===== src/rtl/sched_pkg.sv =====
// Shared constants, types and the per-queue weight function for the output-port scheduler.
// Queue 0 has the highest priority and the largest round-robin weight.
package sched_pkg;

    localparam int unsigned NUM_PRIO = 8;
    localparam int unsigned PRIO_W   = 3;
    localparam int unsigned CREDIT_W = 4;
    localparam int unsigned WDOG_W   = 10;

    typedef enum logic [1:0] {
        StIdle,
        StGrant,
        StWait
    } state_e;

    typedef logic [PRIO_W-1:0]   prio_t;
    typedef logic [CREDIT_W-1:0] credit_t;
    typedef logic [WDOG_W-1:0]   wdog_t;

    localparam wdog_t WDOG_MAX = '1;

    // W(q) = NUM_PRIO - q, so q0 gets 8 and q7 gets 1.
    function automatic credit_t weight(input prio_t q);
        return credit_t'(NUM_PRIO) - credit_t'(q);
    endfunction

endpackage


===== src/rtl/port_scheduler_if.sv =====
// Handshake between the queue/datapath side (master) and the port scheduler (slave).
interface port_scheduler_if;
    import sched_pkg::*;

    logic                wrr_en;
    logic [NUM_PRIO-1:0] q_nonempty;
    logic                ready;
    logic                pkt_done;
    logic                grant_vld;
    prio_t               grant_prio;
    logic                busy;
    logic                timeout_err;

    modport master (
        output wrr_en,
        output q_nonempty,
        output ready,
        output pkt_done,
        input  grant_vld,
        input  grant_prio,
        input  busy,
        input  timeout_err
    );

    modport slave (
        input  wrr_en,
        input  q_nonempty,
        input  ready,
        input  pkt_done,
        output grant_vld,
        output grant_prio,
        output busy,
        output timeout_err
    );

endinterface


===== src/rtl/prio_first_set.sv =====
// Lowest-set-bit encoder: idx is the lowest index with vec set, found flags any bit set.
module prio_first_set
    import sched_pkg::*;
(
    input  logic [NUM_PRIO-1:0] vec,
    output prio_t               idx,
    output logic                found
);

    always_comb begin
        idx = '0;
        // Scan downwards so the lowest set bit is the last one written.
        for (int i = int'(NUM_PRIO) - 1; i >= 0; i--) begin
            if (vec[i]) begin
                idx = prio_t'(i);
            end
        end
    end

    assign found = |vec;

endmodule


===== src/rtl/port_scheduler.sv =====
// Per-output-port packet scheduler: strict priority or weighted round robin selection,
// one-cycle grant pulse, then wait for end of packet under a watchdog.
module port_scheduler
    import sched_pkg::*;
(
    input  logic             clk,
    input  logic             rst,
    port_scheduler_if.slave  bus
);

    state_e  state_q, state_d;
    prio_t   prio_q, prio_d;
    wdog_t   wdog_q, wdog_d;
    logic    timeout_q, timeout_d;
    credit_t credit_q [NUM_PRIO];
    credit_t credit_d [NUM_PRIO];

    logic [NUM_PRIO-1:0] elig;
    prio_t               sp_idx, wrr_idx;
    logic                sp_found, wrr_found;

    always_comb begin
        for (int unsigned q = 0; q < NUM_PRIO; q++) begin
            elig[q] = bus.q_nonempty[q] && (credit_q[q] != '0);
        end
    end

    prio_first_set u_sp_sel (
        .vec   (bus.q_nonempty),
        .idx   (sp_idx),
        .found (sp_found)
    );

    prio_first_set u_wrr_sel (
        .vec   (elig),
        .idx   (wrr_idx),
        .found (wrr_found)
    );

    always_comb begin
        state_d   = state_q;
        prio_d    = prio_q;
        wdog_d    = wdog_q;
        timeout_d = 1'b0;
        credit_d  = credit_q;

        case (state_q)
            StIdle: begin
                if (bus.ready && sp_found) begin
                    state_d = StGrant;
                    prio_d  = sp_idx;
                    if (bus.wrr_en) begin
                        if (wrr_found) begin
                            prio_d            = wrr_idx;
                            credit_d[wrr_idx] = credit_q[wrr_idx] - credit_t'(1);
                        end else begin
                            // Every backlogged queue is out of credit: start a new round.
                            for (int unsigned q = 0; q < NUM_PRIO; q++) begin
                                credit_d[q] = weight(prio_t'(q));
                            end
                            credit_d[sp_idx] = weight(sp_idx) - credit_t'(1);
                        end
                    end
                end
            end
            StGrant: begin
                state_d = StWait;
                wdog_d  = '0;
            end
            StWait: begin
                if (bus.pkt_done) begin
                    state_d = StIdle;
                end else if (wdog_q == WDOG_MAX) begin
                    state_d   = StIdle;
                    timeout_d = 1'b1;
                end else begin
                    wdog_d = wdog_q + wdog_t'(1);
                end
            end
            default: begin
                state_d = StIdle;
            end
        endcase
    end

    always_ff @(posedge clk) begin
        if (rst) begin
            state_q   <= StIdle;
            prio_q    <= '0;
            wdog_q    <= '0;
            timeout_q <= 1'b0;
            for (int unsigned q = 0; q < NUM_PRIO; q++) begin
                credit_q[q] <= weight(prio_t'(q));
            end
        end else begin
            state_q   <= state_d;
            prio_q    <= prio_d;
            wdog_q    <= wdog_d;
            timeout_q <= timeout_d;
            credit_q  <= credit_d;
        end
    end

    assign bus.grant_vld   = (state_q == StGrant);
    assign bus.busy        = (state_q != StIdle);
    assign bus.grant_prio  = prio_q;
    assign bus.timeout_err = timeout_q;

endmodule


===== src/flat_wrapper.sv =====
// flat-port wrapper written by rule: the top's interface ports become plain ports
module port_scheduler_flat import sched_pkg::*;
  (clk, rst, bus_wrr_en, bus_q_nonempty, bus_ready, bus_pkt_done, bus_grant_vld, bus_grant_prio, bus_busy, bus_timeout_err);
  port_scheduler_if bus_i ();
  input  logic clk;
  input  logic rst;
  input wire logic [$bits(bus_i.wrr_en)-1:0] bus_wrr_en;
  input wire logic [$bits(bus_i.q_nonempty)-1:0] bus_q_nonempty;
  input wire logic [$bits(bus_i.ready)-1:0] bus_ready;
  input wire logic [$bits(bus_i.pkt_done)-1:0] bus_pkt_done;
  output wire logic [$bits(bus_i.grant_vld)-1:0] bus_grant_vld;
  output wire logic [$bits(bus_i.grant_prio)-1:0] bus_grant_prio;
  output wire logic [$bits(bus_i.busy)-1:0] bus_busy;
  output wire logic [$bits(bus_i.timeout_err)-1:0] bus_timeout_err;
  assign bus_i.wrr_en = bus_wrr_en;
  assign bus_i.q_nonempty = bus_q_nonempty;
  assign bus_i.ready = bus_ready;
  assign bus_i.pkt_done = bus_pkt_done;
  assign bus_grant_vld = bus_i.grant_vld;
  assign bus_grant_prio = bus_i.grant_prio;
  assign bus_busy = bus_i.busy;
  assign bus_timeout_err = bus_i.timeout_err;
  port_scheduler u_core (.clk(clk), .rst(rst), .bus(bus_i));
endmodule

===== config.mk =====
export PLATFORM = sky130hd
export DESIGN_NAME = port_scheduler_flat
export DESIGN_NICKNAME = d
export VERILOG_FILES = /design/src/rtl/sched_pkg.sv /design/src/rtl/port_scheduler_if.sv /design/src/rtl/prio_first_set.sv /design/src/rtl/port_scheduler.sv /design/src/flat_wrapper.sv
export SDC_FILE = /design/constraint.sdc
export NUM_CORES = 1
export LEC_CHECK = 0
export CORE_MARGIN = 1
export CORE_UTILIZATION = 55
export DETAILED_ROUTE_END_ITERATION = 10
export PLACE_DENSITY = 0.75
export SLEW_MARGIN = 10
export SYNTH_ARGS = -nofsm -noshare
export SYNTH_HDL_FRONTEND = slang
export SYNTH_SLANG_ARGS = --single-unit

===== constraint.sdc =====
create_clock -name clk -period 3.9 [get_ports clk]
set_clock_uncertainty 0.15 [all_clocks]
set_input_delay 0.78 -clock clk [delete_from_list [all_inputs] [get_ports clk]]
set_output_delay 0.78 -clock clk [all_outputs]
set_load 0.02 [all_outputs]

==> key figures <==
Outcome
  • Status: completed

Placement
  • Dpl cells: 459
  • Hpwl dp: 6.74 mm
  • Final weighted congestion in routability-driven placement: 0.987
  • PortBufs: 18

Synthesis
  • Post-synth top area cell: dfxtp_1
  • Mean post-synth cell area: 8.17 um^2
  • Synth async-reset ratio: 0
  • Mapped Area: 2960 um^2
  • Ranking of synthesized cells by area: dfxtp_1 (33%), nor2_1 (5.6%), a21oi_1 (5.1%)
  • Synth Instances: 362
  • Syn_nets: 377
  • Synth cell types: 69
  • Top_reg_cell synth: dfxtp_1
  • Flops & latches, synth: 48
  • Syn. warnings: 0
  • Share of the synthesized area in the top cell type: 0.325
  • Sequential-to-total area share from yosys stat: 0.325
  • EDFF count, synth: 0

Die
  • Site row count: 26
  • Die height: 75.3 um
  • I/O pin count: 19
  • Die ar.: 5670 um^2
  • Initial Utilization: 0.575
  • Die span in x: 75.3 um
  • Core area: 5140 um^2

Detailed routing
  • Post-route ant nets: 0
  • WL/cell: 18.7 um
  • Total number of vias: 3070
  • WL final: 8.73 mm
  • Drt first pass iters: 5
  • Drt drc: 0
  • Initial drt markers: 274
  • Vias/cell: 6.57

Global route
  • Largest net degree at the start of global routing: 20
  • First-pass GRT wire length: 13.3 mm
  • Tot GR Track Use: 0.320
  • Vias in the first global route: 2740
  • Initial antenna violation count: 0
  • GR Overflow Total: 0

Setup path
  • R2r startpoint: u_core.credit_q[20]$_SDFFE_PP0P_
  • Crit end category: flip-flop
  • Critical Path AT: 3.58 ns
  • R2R depth: 9
  • Worst flop-to-flop path endpoint: u_core.credit_q[13]$_SDFFE_PP0P_
  • CP Launch Type: flip-flop
  • Max FO, Critical Path: 11
  • Worst reg-to-reg setup slack: 0.38 ns
  • CP Class: flip-flop to flip-flop
  • Critical Path RT: 3.96 ns

Power
  • Leak pwr: 1.17 nW
  • PwrDens: 330 nW/um^2
  • Combinational cell fraction of total power: 0.272
  • Seq pwr share: 0.457
  • Clk pwr share: 0.271
  • NetSw: 0.367 mW
  • Cell Int Power: 0.768 mW
  • Sw frac: 0.324
  • Peak VDD IR: 207 uV

STA
  • Max frequency: 284 MHz
  • Worst-margin pin slew: 1.02 ns
  • Min Tclk post-route: 3.52 ns
  • RSZ-0062 raised after global routing: false
  • Total negative slack: 0 ns
  • Slew HR: 0.313
  • Final period util: 0.903
  • Fin. Hold Viols: 0
  • Max-slew violations: 0
  • Final setup fails: 0

Finish
  • ANT cells: 0
  • Non-Filler Instances: 467
  • Area growth from synthesis to layout: 16.2%
  • Nets: 411
  • Share of layout cells above drive strength 1: 0.151

Clock tree
  • CTS H-tree depth: 2
  • # Post-CTS Setup Buffers: 0
  • Root buffer cell: clkbuf_8
  • Max clock buf depth: 2
  • CTS hold repair buffers: 0
  • Worst-Skew Late Latency: 0.29 ns
  • CTS tree: built
  • Cts repair resizes: 0
  • Clk sinks: 48
  • Num CTS Buffers: 5
  • CTS clk-pin slew, worst paths: 0.09 ns

Min path
  • Hold Path End: u_core.bus.timeout_err$_SDFF_PP0_
  • Min-Delay Path Class: flip-flop to flip-flop
  • Hold Crit Depth: 2
  • Hold path start: u_core.state_q[1]$_SDFFE_PP0P_

Job
  • Max_cap viols: 0
cells in the mapped netlist, drive strengths merged (4+ instances only):
library cell,number
o41ai,8
a211oi,5
or3,4
nor3,14
o21ai,32
xnor2,4
nand3,19
nor2,45
inv,12
or2,4
a221oi,4
buf,11
nand3b,7
nor4,5
clkbuf,8
nand2b,6
o21a,6
dfxtp,48
nand2,24
a31oi,5
nand4,4
o41a,5
a21oi,30
worst max-delay path, cell delays in order, from the launching register on:
cell and delay [ns]:
dfxtp_1 0.35, o41ai_2 0.95, o21ai_2 0.19, nor2_4 0.17
mux4_2 0.51, a21oi_1 0.21, ha_1 0.32, nor2_1 0.27
a21oi_1 0.11, nor3_1 0.21
routing by layer:
| layer | wire, um | GRT usage |
|---|---|---|
| met1 | 3550 | 0.401 |
| met2 | 3950 | 0.512 |
| met3 | 775 | 0.0794 |
| met4 | 444 | 0.167 |
| met5 | 0 | 0 |
cell usage in the layout (no fill, tap or decap), drive strengths merged, types with 5 or more instances in the layout:
cell type,n
clkbuf,6
buf,28
nand2,24
nor3,14
o41a,5
nand2b,6
a31oi,5
dfxtp,48
nor4,5
nand3,19
o41ai,8
nor2,45
o21ai,32
nand3b,7
inv,12
clkdlybuf4s50,18
a211oi,5
a21oi,30
o21a,6
registers in the layout, indices dropped and copies added (netlist names):
register and flops:
u_core.bus.timeout_err 1, u_core.state_q 2, u_core.bus.grant_prio 3, u_core.credit_q 32, u_core.wdog_q 10
cell families after synthesis:
kind of cell | after synthesis | share of synthesized area
fa+ha+maj | 2 | 0.00846
buf+inv | 31 | 0.0461
xor+xnor | 5 | 0.0174
simple gates | 145 | 0.250
flops | 48 | 0.325
compound gates | 126 | 0.331
mux | 5 | 0.0216
per-stage QoR:
step	util	setup WS, ns	total power, mW	hold WS (ns)	area, um^2
after floorplan	-	0.803	0.704	0.288	2960
after global placement	0.650	0.231	0.827	0.314	3340
after detailed placement	0.650	0.201	0.827	0.312	3340
after CTS	0.668	0.441	1.13	0.325	3440
after global routing	0.668	0.168	1.18	0.371	3440
final	0.668	0.380	1.14	0.324	3440
worst max-delay path by stage:
stage                                           startpoint                                to  depth (start not counted)
after floorplan                          bus_q_nonempty[2]  u_core.credit_q[21]$_SDFFE_PP1P_                         12
after global placement                   bus_q_nonempty[2]   u_core.credit_q[8]$_SDFFE_PP1P_                          9
after detailed placement                 bus_q_nonempty[3]  u_core.credit_q[13]$_SDFFE_PP0P_                         10
after CTS                 u_core.credit_q[20]$_SDFFE_PP0P_  u_core.credit_q[13]$_SDFFE_PP0P_                          9
after global routing      u_core.credit_q[20]$_SDFFE_PP0P_  u_core.credit_q[13]$_SDFFE_PP0P_                          9
final                     u_core.credit_q[20]$_SDFFE_PP0P_  u_core.credit_q[13]$_SDFFE_PP0P_                          9
layout make-up:
| class | instances | area [um^2] |
|---|---|---|
| Multi-Input combinational cell | 283 | 1860 |
| Clock buffer | 6 | 82.6 |
| Fill cell | 456 | 1700 |
| Timing Repair Buffer | 46 | 390 |
| Clock inverter | 2 | 10.0 |
| Sequential cell | 48 | 961 |
| Inverter | 12 | 45.0 |
| Tap cell | 70 | 87.6 |
power groups by stage:
stage	registers, mW	clock network [mW]	logic, mW
after global placement	0.530	0	0.297
after detailed placement	0.530	0	0.297
after global routing	0.520	0.335	0.324
after floorplan	0.528	0	0.176
after CTS	0.518	0.309	0.299
final	0.519	0.307	0.309
Note: power is estimated with default switching activity, not from simulation.
